## config.mk

```make
export PLATFORM = sky130hd
export DESIGN_NAME = bus_arbiter
export DESIGN_NICKNAME = d
export VERILOG_FILES = /design/src/rtl/bus_pkg.sv /design/src/rtl/rr_priority_pick.sv /design/src/rtl/bus_arbiter.sv
export SDC_FILE = /design/constraint.sdc
export NUM_CORES = 1
export LEC_CHECK = 0
export BUFFER_PORTS_ARGS = -buffer_cell sky130_fd_sc_hd__buf_2
export CAP_MARGIN = 25
export CORE_ASPECT_RATIO = 0.75
export CORE_MARGIN = 2
export CORE_UTILIZATION = 57
export DETAILED_ROUTE_END_ITERATION = 16
export HOLD_SLACK_MARGIN = 0.02
export PLACE_DENSITY = 0.83
export SYNTH_ARGS = -nofsm -noshare
export SYNTH_HDL_FRONTEND = slang
export SYNTH_SLANG_ARGS = --single-unit
```

## constraint.sdc

```tcl
create_clock -name clk -period 4.6 [get_ports clk]
set_input_delay 0.92 -clock clk [delete_from_list [all_inputs] [get_ports clk]]
set_output_delay 0.92 -clock clk [all_outputs]
set_load 0.02 [all_outputs]
```

## src/rtl/bus_pkg.sv

```systemverilog
`default_nettype none
// ============================================================================
// bus_pkg : arbiter state encoding and default bus-mux widths
// Rev 1.0
// ============================================================================
package bus_pkg;

  typedef enum logic [1:0] {
    ST_IDLE  = 2'd0,
    ST_GRANT = 2'd1,
    ST_TURN  = 2'd2
  } arb_state_t;

  localparam int DEFAULT_NUM_INPUT = 8;
  localparam int DEFAULT_SEL_BIT   = 3;
  localparam int DEFAULT_MAX_BURST = 16;

endpackage
`default_nettype wire

```

## src/rtl/rr_priority_pick.sv

```systemverilog
`default_nettype none
// ============================================================================
// rr_priority_pick : combinational masked round-robin search starting above
//                    last_owner, wrapping to index 0
// Rev 1.0
// ============================================================================
module rr_priority_pick
  import bus_pkg::*;
#(
  parameter int NUM_INPUT = DEFAULT_NUM_INPUT,
  parameter int SEL_BIT   = DEFAULT_SEL_BIT
) (
  input  logic [NUM_INPUT-1:0] req,
  input  logic [SEL_BIT-1:0]   last_owner,
  output logic                 found,
  output logic [SEL_BIT-1:0]   idx
);

  logic [NUM_INPUT-1:0] w_above;
  logic [NUM_INPUT-1:0] w_masked;
  logic [NUM_INPUT-1:0] w_search;

  always_comb begin
    w_above = '0;
    for (int i = 0; i < NUM_INPUT; i++) begin
      w_above[i] = (i > int'(last_owner));
    end
  end

  // Nothing above the last owner requests -> fall back to the unmasked vector (wrap).
  assign w_masked = req & w_above;
  assign w_search = (|w_masked) ? w_masked : req;
  assign found    = |req;

  always_comb begin
    idx = '0;
    for (int i = NUM_INPUT - 1; i >= 0; i--) begin
      if (w_search[i]) begin
        idx = SEL_BIT'(i);
      end
    end
  end

endmodule
`default_nettype wire

```

## src/rtl/bus_arbiter.sv

```systemverilog
`default_nettype none
// ============================================================================
// bus_arbiter : round-robin tristate-bus arbiter with one-cycle turnaround;
//               optional burst limit under BUS_ARBITER_BURST_LIMIT_EN
// Rev 1.0
// ============================================================================
module bus_arbiter
  import bus_pkg::*;
#(
  parameter int NUM_INPUT = DEFAULT_NUM_INPUT,
  parameter int SEL_BIT   = DEFAULT_SEL_BIT,
  parameter int MAX_BURST = DEFAULT_MAX_BURST
) (
  input  logic                 clk,
  input  logic                 rst,
  input  logic [NUM_INPUT-1:0] req_in,
  output logic [NUM_INPUT-1:0] grant_out,
  output logic [SEL_BIT-1:0]   sel_out,
  output logic                 bus_valid_out,
  output logic                 busy_out
);

  generate
    if (NUM_INPUT > (2 ** SEL_BIT) || MAX_BURST < 1 || MAX_BURST > 65535) begin : g_param_check
      $error("bus_arbiter: illegal parameter set");
    end
  endgenerate

  arb_state_t           r_state;
  logic [SEL_BIT-1:0]   r_last_owner;
  logic                 w_found;
  logic [SEL_BIT-1:0]   w_pick_idx;
  logic [NUM_INPUT-1:0] w_pick_onehot;
  logic                 w_owner_req;
  logic                 w_force_turn;

  rr_priority_pick #(
    .NUM_INPUT (NUM_INPUT),
    .SEL_BIT   (SEL_BIT)
  ) u_pick (
    .req        (req_in),
    .last_owner (r_last_owner),
    .found      (w_found),
    .idx        (w_pick_idx)
  );

  always_comb begin
    w_pick_onehot = '0;
    for (int i = 0; i < NUM_INPUT; i++) begin
      w_pick_onehot[i] = w_found && (w_pick_idx == SEL_BIT'(i));
    end
  end

  // grant_out is one-hot on the owner while in GRANT, so masking gives the owner's request.
  assign w_owner_req = |(req_in & grant_out);

`ifdef BUS_ARBITER_BURST_LIMIT_EN
  localparam int                 BURST_W    = $clog2(MAX_BURST + 1);
  localparam logic [BURST_W-1:0] BURST_LAST = BURST_W'(MAX_BURST);
  localparam logic [BURST_W-1:0] BURST_ONE  = BURST_W'(1);

  logic [BURST_W-1:0] r_burst_cnt;
  logic               w_burst_at_limit;
  logic               w_other_req;
  logic               w_grant_entry;

  assign w_other_req      = |(req_in & ~grant_out);
  assign w_burst_at_limit = (r_burst_cnt == BURST_LAST);
  assign w_force_turn     = (r_state == ST_GRANT) && w_burst_at_limit && w_other_req;
  assign w_grant_entry    = (r_state != ST_GRANT) && w_found;

  always_ff @(posedge clk or posedge rst) begin
    if (rst) begin
      r_burst_cnt <= '0;
    end else if (r_state == ST_GRANT && w_owner_req && !w_force_turn) begin
      // Uncontested at the limit: reload so the owner keeps the bus.
      r_burst_cnt <= w_burst_at_limit ? BURST_ONE : r_burst_cnt + BURST_ONE;
    end else if (w_grant_entry) begin
      r_burst_cnt <= BURST_ONE;
    end else begin
      r_burst_cnt <= '0;
    end
  end
`else
  assign w_force_turn = 1'b0;
`endif

  // sel_out only changes on GRANT entry so the bus mux never switches mid-turnaround.
  always_ff @(posedge clk or posedge rst) begin
    if (rst) begin
      r_state       <= ST_IDLE;
      grant_out     <= '0;
      sel_out       <= '0;
      bus_valid_out <= 1'b0;
      busy_out      <= 1'b0;
      r_last_owner  <= SEL_BIT'(NUM_INPUT - 1);
    end else begin
      case (r_state)
        ST_IDLE, ST_TURN: begin
          if (w_found) begin
            r_state       <= ST_GRANT;
            grant_out     <= w_pick_onehot;
            sel_out       <= w_pick_idx;
            bus_valid_out <= 1'b1;
            busy_out      <= 1'b1;
            r_last_owner  <= w_pick_idx;
          end else begin
            r_state       <= ST_IDLE;
            grant_out     <= '0;
            bus_valid_out <= 1'b0;
            busy_out      <= 1'b0;
          end
        end
        ST_GRANT: begin
          if (!w_owner_req || w_force_turn) begin
            r_state       <= ST_TURN;
            grant_out     <= '0;
            bus_valid_out <= 1'b0;
            busy_out      <= 1'b1;
          end
        end
        default: begin
          r_state       <= ST_IDLE;
          grant_out     <= '0;
          bus_valid_out <= 1'b0;
          busy_out      <= 1'b0;
        end
      endcase
    end
  end

endmodule
`default_nettype wire

```

==> impl_metrics.py, run 1 <==
metrics = {
    "run_status": {
        "outcome": "finished clean",
    },
    "synthesis": {
        "ys_seq_area_share_pct": 39.2,
        "syn_area_mm2": 0.00109,
        "yosys-top-cells-area": "dfrtp_1, dfstp_2, o21ai_0",
        "synth_top_cell_by_area": "dfrtp_1",
        "netlist_top_cells_count": "nand2_1, dfrtp_1, o21ai_0",
        "syn_inst": 121,
        "synth_edf_count": 0,
        "yosysMostFrequentCell": "nand2_1",
        "ys_ff_latch": 17,
        "synth-main-ff-cell": "dfrtp_1",
        "synth_nets": 131,
        "ys_warn_count": 0,
        "avgSynthCellArea_um2": 9.05,
        "ys_types": 44,
        "synth_top_area_share_pct": 32.0,
        "async_flop_share_pct": 100,
    },
    "placement": {
        "dpl.hpwl_um": 2120,
        "portBuffers": 22,
        "routabilityCongestion": 0.902,
    },
    "timing": {
        "min_period_ns": 2.49,
        "setup_violations": 0,
        "finClkSkew_ns": 0.0111,
        "hold_violations": 0,
        "fin_crit_sh_pct": 54.1,
        "fin_setup_tns_ns": 0,
        "relSlewSlack_pct": 54.4,
        "max_freq_mhz": 402,
        "worst_slew_pin_slew_ns": 0.675,
        "rsz0062_at_grt": "no",
        "finalMaxSlewViolations": 0,
        "whs_ns": 0.480,
    },
    "cts": {
        "cts_tree": "done",
        "cts_buffer_depth": 2,
        "numCtsBuffers": 3,
        "clkTransAtPathRegs_ns": 0.09,
        "cts.sinks": 17,
        "postCtsResizedCells": 0,
        "htreeDepth": 1,
        "cts-root-buf": "clkbuf_4",
        "post_cts_buffers": 0,
        "holdBufCountCts": 0,
        "clock_latency_ns": 0.30,
    },
    "floorplanning": {
        "coreArea_mm2": 0.00177,
        "start_util_pct": 61.8,
        "die-height_um": 42.0,
        "die_w_um": 54.6,
        "fp-row-count": 13,
        "io-pin-count": 23,
        "dieArea_mm2": 0.00229,
    },
    "pwr": {
        "p_per_area_mw_per_mm2": 744,
        "internal_power_uw": 459,
        "p_switching_uw": 462,
        "peakVddDrop_mv": 0.431,
        "p_clk_share_pct": 9.0,
        "sw_frac_of_total_pct": 50.1,
        "leakage_uw": 0.000552,
        "seqPwrFrac_pct": 33.2,
        "power_frac_comb_pct": 57.8,
    },
    "worst_setup_path": {
        "required_ns": 4.79,
        "worstSetupStartpointType": "input port",
        "path_max_fanout": 10,
        "worstPathArrival_ns": 2.68,
        "crit_type": "input port to flop",
        "cp-end-kind": "flop",
        "rrSetupSlack_ns": 2.25,
    },
    "detailed_routing": {
        "first_iter_violations": 70,
        "ant_nets": 0,
        "vias": 1073,
        "viasPerCell": 6.50,
        "first_pass_iters": 4,
        "drt-total-wl_um": 2800,
        "drc": 0,
        "wl_per_cell_um": 17.0,
    },
    "layout": {
        "area_growth_pct": 13.1,
        "n_fill_cell": 162,
        "drive_gt1_share_pct": 30.1,
        "multiInputGateArea_um2": 626,
        "layout.area.seq_um2": 429,
        "final_nets": 154,
        "n_antenna_cell": 0,
    },
    "flow_run": {
        "drv_cap": 0,
    },
    "grt": {
        "track_usage_pct": 28.7,
        "grt_pass1_vias": 1006,
        "grt_max_degree": 18,
        "grt_overflow": 0,
        "antenna_found_initial": 0,
        "grt_pass1_wl_um": 4790,
    },
    "hold_path": {
        "hp-class": "flop to flop",
    },
}
==> area by class of cell <==
type	instances	share of cell area, %
Clock buffer	3	1.82
Clock inverter	1	0.404
Multi-Input combinational cell	95	50.5
Timing Repair Buffer	22	8.89
Tap cell	22	2.22
Inverter	5	1.52
Sequential cell	17	34.6
==> cell usage in the layout (no fill, tap or decap), types with 2 or more instances in the layout <==
master     synthesis  layout
clkbuf_4           0       3
nor4_1             3       3
o31ai_1            2       2
inv_1              5       5
nand3_1            3       3
dfrtp_1           14      14
o21ai_0           13      13
a22o_2             2       2
a22oi_1            4       4
dfstp_2            3       3
o2bb2ai_1          2       2
nand2b_1           2       2
o41ai_1            2       2
a32o_1             2       2
nor2_1             9       9
buf_2              2      22
or4_1              2       2
o21ai_2            3       3
a21o_1             2       2
o21a_1             3       3
nand2_1           17      17
a21oi_1            3       3
==> sequential cells by signal, indices dropped and copies added, names as in the netlist <==
register and count:
r_state 1, bus_valid_out 1, busy_out 1, sel_out 3
grant_out 8, r_last_owner 3
==> worst paths after layout <==
check / from / end / cells past startpoint
max: req_in[1] / grant_out[4]$_DFFE_PP0P_ / 7
min: sel_out[2]$_DFFE_PP0P_ / sel_out[2]$_DFFE_PP0P_ / 2
max reg2reg: r_last_owner[2]$_DFFE_PP1P_ / grant_out[4]$_DFFE_PP0P_ / 6
min reg2reg: sel_out[2]$_DFFE_PP0P_ / sel_out[2]$_DFFE_PP0P_ / 2
max in group asynchronous: rst / grant_out[4]$_DFFE_PP0P_ / 2
min in group asynchronous: rst / busy_out$_DFFE_PP0P_ / 2
==> power groups by stage <==
stage	clock (uW)	combinational (uW)	sequential (uW)
final	82.9	532	306
after detailed placement	0	525	306
after floorplan	0	355	333
after CTS	82.8	528	304
after global placement	0	508	301
after global routing	90.3	590	318
==> worst max-delay path, stage by stage <==
cell     delay [ns]
buf_2          0.12
nor2b_2        0.18
o21a_4         0.21
or4_1          0.52
a32oi_1        0.25
o21ai_2        0.18
a32o_1         0.30
==> stage by stage <==
| step | instances | setup WS [ns] | total power, uW | util (%) | instance area (um2) |
|---|---|---|---|---|---|
| 4_1_cts | 165 | 2.12 | 915 | 69.9 | 1240 |
| 3_3_place_gp | 161 | 1.87 | 809 | 68.3 | 1210 |
| 3_5_place_dp | 161 | 1.80 | 831 | 68.3 | 1210 |
| 2_1_floorplan | 121 | 2.01 | 688 | - | 1090 |
| 6_report | 165 | 2.11 | 921 | 69.9 | 1240 |
| 5_1_grt | 165 | 1.89 | 998 | 69.9 | 1240 |
==> routing by layer <==
layer	up-vias	part of all wire [%]	GRT usage, %
met3	6	8.0	8.99
met1	506	43	38.5
met4	0	0.96	6.50
met2	48	48	44.8
met5	-	0	0
li1	513	-	-
==> cell families (layout without fill, tap and decap cells) <==
kind of cell	Yosys count	after routing	share of synthesized area, %
flops	17	17	39.2
buf+inv	9	31	3.66
simple gates	43	43	19.7
compound gates	52	52	37.5
No activity file was read; power rests on OpenSTA's default activity.
==> run 2, diff against run 1 <==
ABC_AREA = 1   (was default)
CORE_UTILIZATION = 52   (was 57)
PLACE_DENSITY = 0.77   (was 0.83)
clock period = 2.6 ns   (was 4.6 ns; I/O delays follow)
==> run 2 against run 1 <==
Register-to-register slack got worse by 1.5 ns. Total power is 66% higher. Final cell count grew 10%. Global-route usage shrank 6.9 points. Worst hold slack lost 0.19 ns. Cell area decreased by 3.6%. Clock skew is 0.0055 ns lower. Die area up 2.8%. Non-clock buffer count is the same. Via count shrank 8.3%. Largest cell class unchanged. Largest power group unchanged.
==> impl_metrics.py, run 2 <==
metrics = {
    "run_status": {
        "outcome": "finished clean",
    },
    "synthesis": {
        "syn_area_mm2": 0.00103,
        "syn_inst": 134,
        "netlist_top_cells_count": "nand2_1, dfrtp_1, inv_1",
        "ys_seq_area_share_pct": 41.7,
        "yosys-top-cells-area": "dfrtp_1, nand2_1, dfstp_2",
        "synth_nets": 144,
        "yosysMostFrequentCell": "nand2_1",
        "ys_warn_count": 0,
        "ys_types": 21,
        "ys_ff_latch": 17,
        "synth-main-ff-cell": "dfrtp_1",
        "synth_top_area_share_pct": 34.0,
        "synth_top_cell_by_area": "dfrtp_1",
        "synth_edf_count": 0,
        "avgSynthCellArea_um2": 7.68,
        "async_flop_share_pct": 100,
    },
    "grt": {
        "antenna_found_initial": 0,
        "grt_pass1_vias": 859,
        "grt_overflow": 0,
        "grt_pass1_wl_um": 3940,
        "grt_max_degree": 18,
        "track_usage_pct": 21.9,
    },
    "worst_setup_path": {
        "cpLargestDelayFamily": "simple AND/OR/NAND/NOR gates",
        "crit_top_cell": "nand2_1",
        "critPathBufInv": 0,
        "worstSetupStartpointType": "flop",
        "crit_type": "flop to flop",
        "max_stage_delay_ns": 0.60,
        "crit_chain": "nand2_1, nand2_1, nand3_2, nor2_4, nand2_4, nand2_1, nand2_1, nand2_1, nand2_1, nand2_1, nand2_2, nand2_4, nand2_4, nand3_1, nand2_1",
        "worstPathArrival_ns": 2.09,
        "cp-end-kind": "flop",
        "path_max_fanout": 6,
        "required_ns": 2.80,
        "crit_slowest_cell": "dfstp_2",
    },
    "detailed_routing": {
        "drt-total-wl_um": 2420,
        "vias": 984,
        "first_pass_iters": 4,
        "viasPerCell": 5.41,
        "ant_nets": 0,
        "first_iter_violations": 28,
        "wl_per_cell_um": 13.3,
        "drc": 0,
    },
    "timing": {
        "hold_violations": 0,
        "relSlewSlack_pct": 56.8,
        "fin_crit_sh_pct": 72.6,
        "rsz0062_at_grt": "no",
        "fin_setup_tns_ns": 0,
        "finClkSkew_ns": 0.00567,
        "finalMaxSlewViolations": 0,
        "setup_violations": 0,
        "worst_slew_pin_slew_ns": 0.647,
        "max_freq_mhz": 530,
        "min_period_ns": 1.89,
    },
    "cts": {
        "clock_latency_ns": 0.30,
        "htreeDepth": 1,
        "post_cts_buffers": 0,
        "postCtsResizedCells": 0,
        "cts_buffer_depth": 2,
        "holdBufCountCts": 0,
        "cts_tree": "done",
        "cts-root-buf": "clkbuf_4",
        "clkTransAtPathRegs_ns": 0.10,
        "cts.sinks": 17,
        "numCtsBuffers": 3,
    },
    "layout": {
        "multiInputGateArea_um2": 529,
        "layout_commonest_cell": "nand2_1",
        "drive_gt1_share_pct": 31.9,
        "fin_cells": 182,
        "area_growth_pct": 15.9,
        "n_antenna_cell": 0,
        "reg_top3": "grant_out x8, r_last_owner x3, sel_out x3",
        "largest-register": "grant_out",
        "largest_reg_flops": 8,
        "layout_common_cells": "nand2_1, buf_2, inv_1, dfrtp_1",
        "final_nets": 171,
        "n_fill_cell": 148,
        "layout.area.seq_um2": 429,
    },
    "floorplanning": {
        "dieArea_mm2": 0.00236,
        "coreArea_mm2": 0.00181,
        "die_w_um": 55.4,
        "io-pin-count": 23,
        "fp-row-count": 13,
        "die-height_um": 42.5,
        "start_util_pct": 57.0,
    },
    "flow_run": {
        "drv_cap": 0,
    },
    "placement": {
        "dpl.hpwl_um": 1870,
        "portBuffers": 22,
        "routabilityCongestion": 0.844,
        "dp.cells": 178,
    },
    "pwr": {
        "p_per_area_mw_per_mm2": 1280,
        "leakage_uw": 0.000687,
        "peakVddDrop_mv": 0.684,
    },
    "hold_path": {
        "hp-class": "input port to async pin",
    },
}
==> run 2: path summary, 6_finish.rpt <==
kind	start	end	slack, ns	cells after the start
worst max-delay path	r_last_owner[1]$_DFFE_PP1P_	grant_out[4]$_DFFE_PP0P_	0.71	15
worst min register to register	sel_out[0]$_DFFE_PP0P_	sel_out[0]$_DFFE_PP0P_	0.50	2
worst min-delay path	rst	grant_out[3]$_DFFE_PP0P_	0.29	2
worst max register to register	r_last_owner[1]$_DFFE_PP1P_	grant_out[4]$_DFFE_PP0P_	0.71	15
min in group clk	sel_out[0]$_DFFE_PP0P_	sel_out[0]$_DFFE_PP0P_	0.50	2
max in group asynchronous	rst	grant_out[1]$_DFFE_PP0P_	1.89	2
==> run 2: metrics by stage <==
step / utilization (%) / power (uW) / instance area [um2] / hold WS, ns / worst slack (ns)
floorplan: - / 1150 / 1030 / 0.444 / 0.944
global placement: 64.7 / 1350 / 1170 / 0.463 / 0.695
detailed placement: 64.7 / 1380 / 1170 / 0.478 / 0.657
CTS: 66.1 / 1530 / 1190 / 0.305 / 0.717
global route: 66.1 / 1640 / 1190 / 0.345 / 0.531
finish: 66.1 / 1530 / 1190 / 0.291 / 0.712
==> run 2: layer usage <==
layer	share of wire (%)	vias up	track usage, %
li1	-	488	-
met1	47	447	30.4
met2	44	45	33.1
met3	8.4	4	6.79
met4	1.2	0	5.85
met5	0	-	0
==> run 2: final cells by class <==
| class | instances | area share, % |
|---|---|---|
| inverters | 19 | 5.97 |
| repair buffers | 22 | 9.22 |
| multi-input cells | 98 | 44.3 |
| well taps | 22 | 2.31 |
| clock buffers | 4 | 2.20 |
| flip-flops and latches | 17 | 36.0 |
==> run 2: power breakdown <==
part	switching [uW]	internal (uW)	total [uW]
Clock	86.5	59.8	146
Sequential	101	397	499
Combinational	604	278	883
Total	792	736	1530
==> run 2: cells by family after synthesis <==
group / after synthesis / synth area share (%)
buffers and inverters: 19 / 6.93
AO/OA/AOI/OAI: 13 / 9.23
AND/OR/NAND/NOR: 85 / 42.2
flip-flops: 17 / 41.7
==> run 2: worst register-to-register path: stages, from the launching register on <==
cell     delay, ns
dfstp_2       0.60
nand2_1       0.09
nand2_1       0.10
nand3_2       0.10
nor2_4        0.14
nand2_4       0.09
nand2_1       0.06
nand2_1       0.06
nand2_1       0.06
nand2_1       0.04
nand2_1       0.07
nand2_2       0.07
nand2_4       0.09
nand2_4       0.08
nand3_1       0.09
nand2_1       0.05
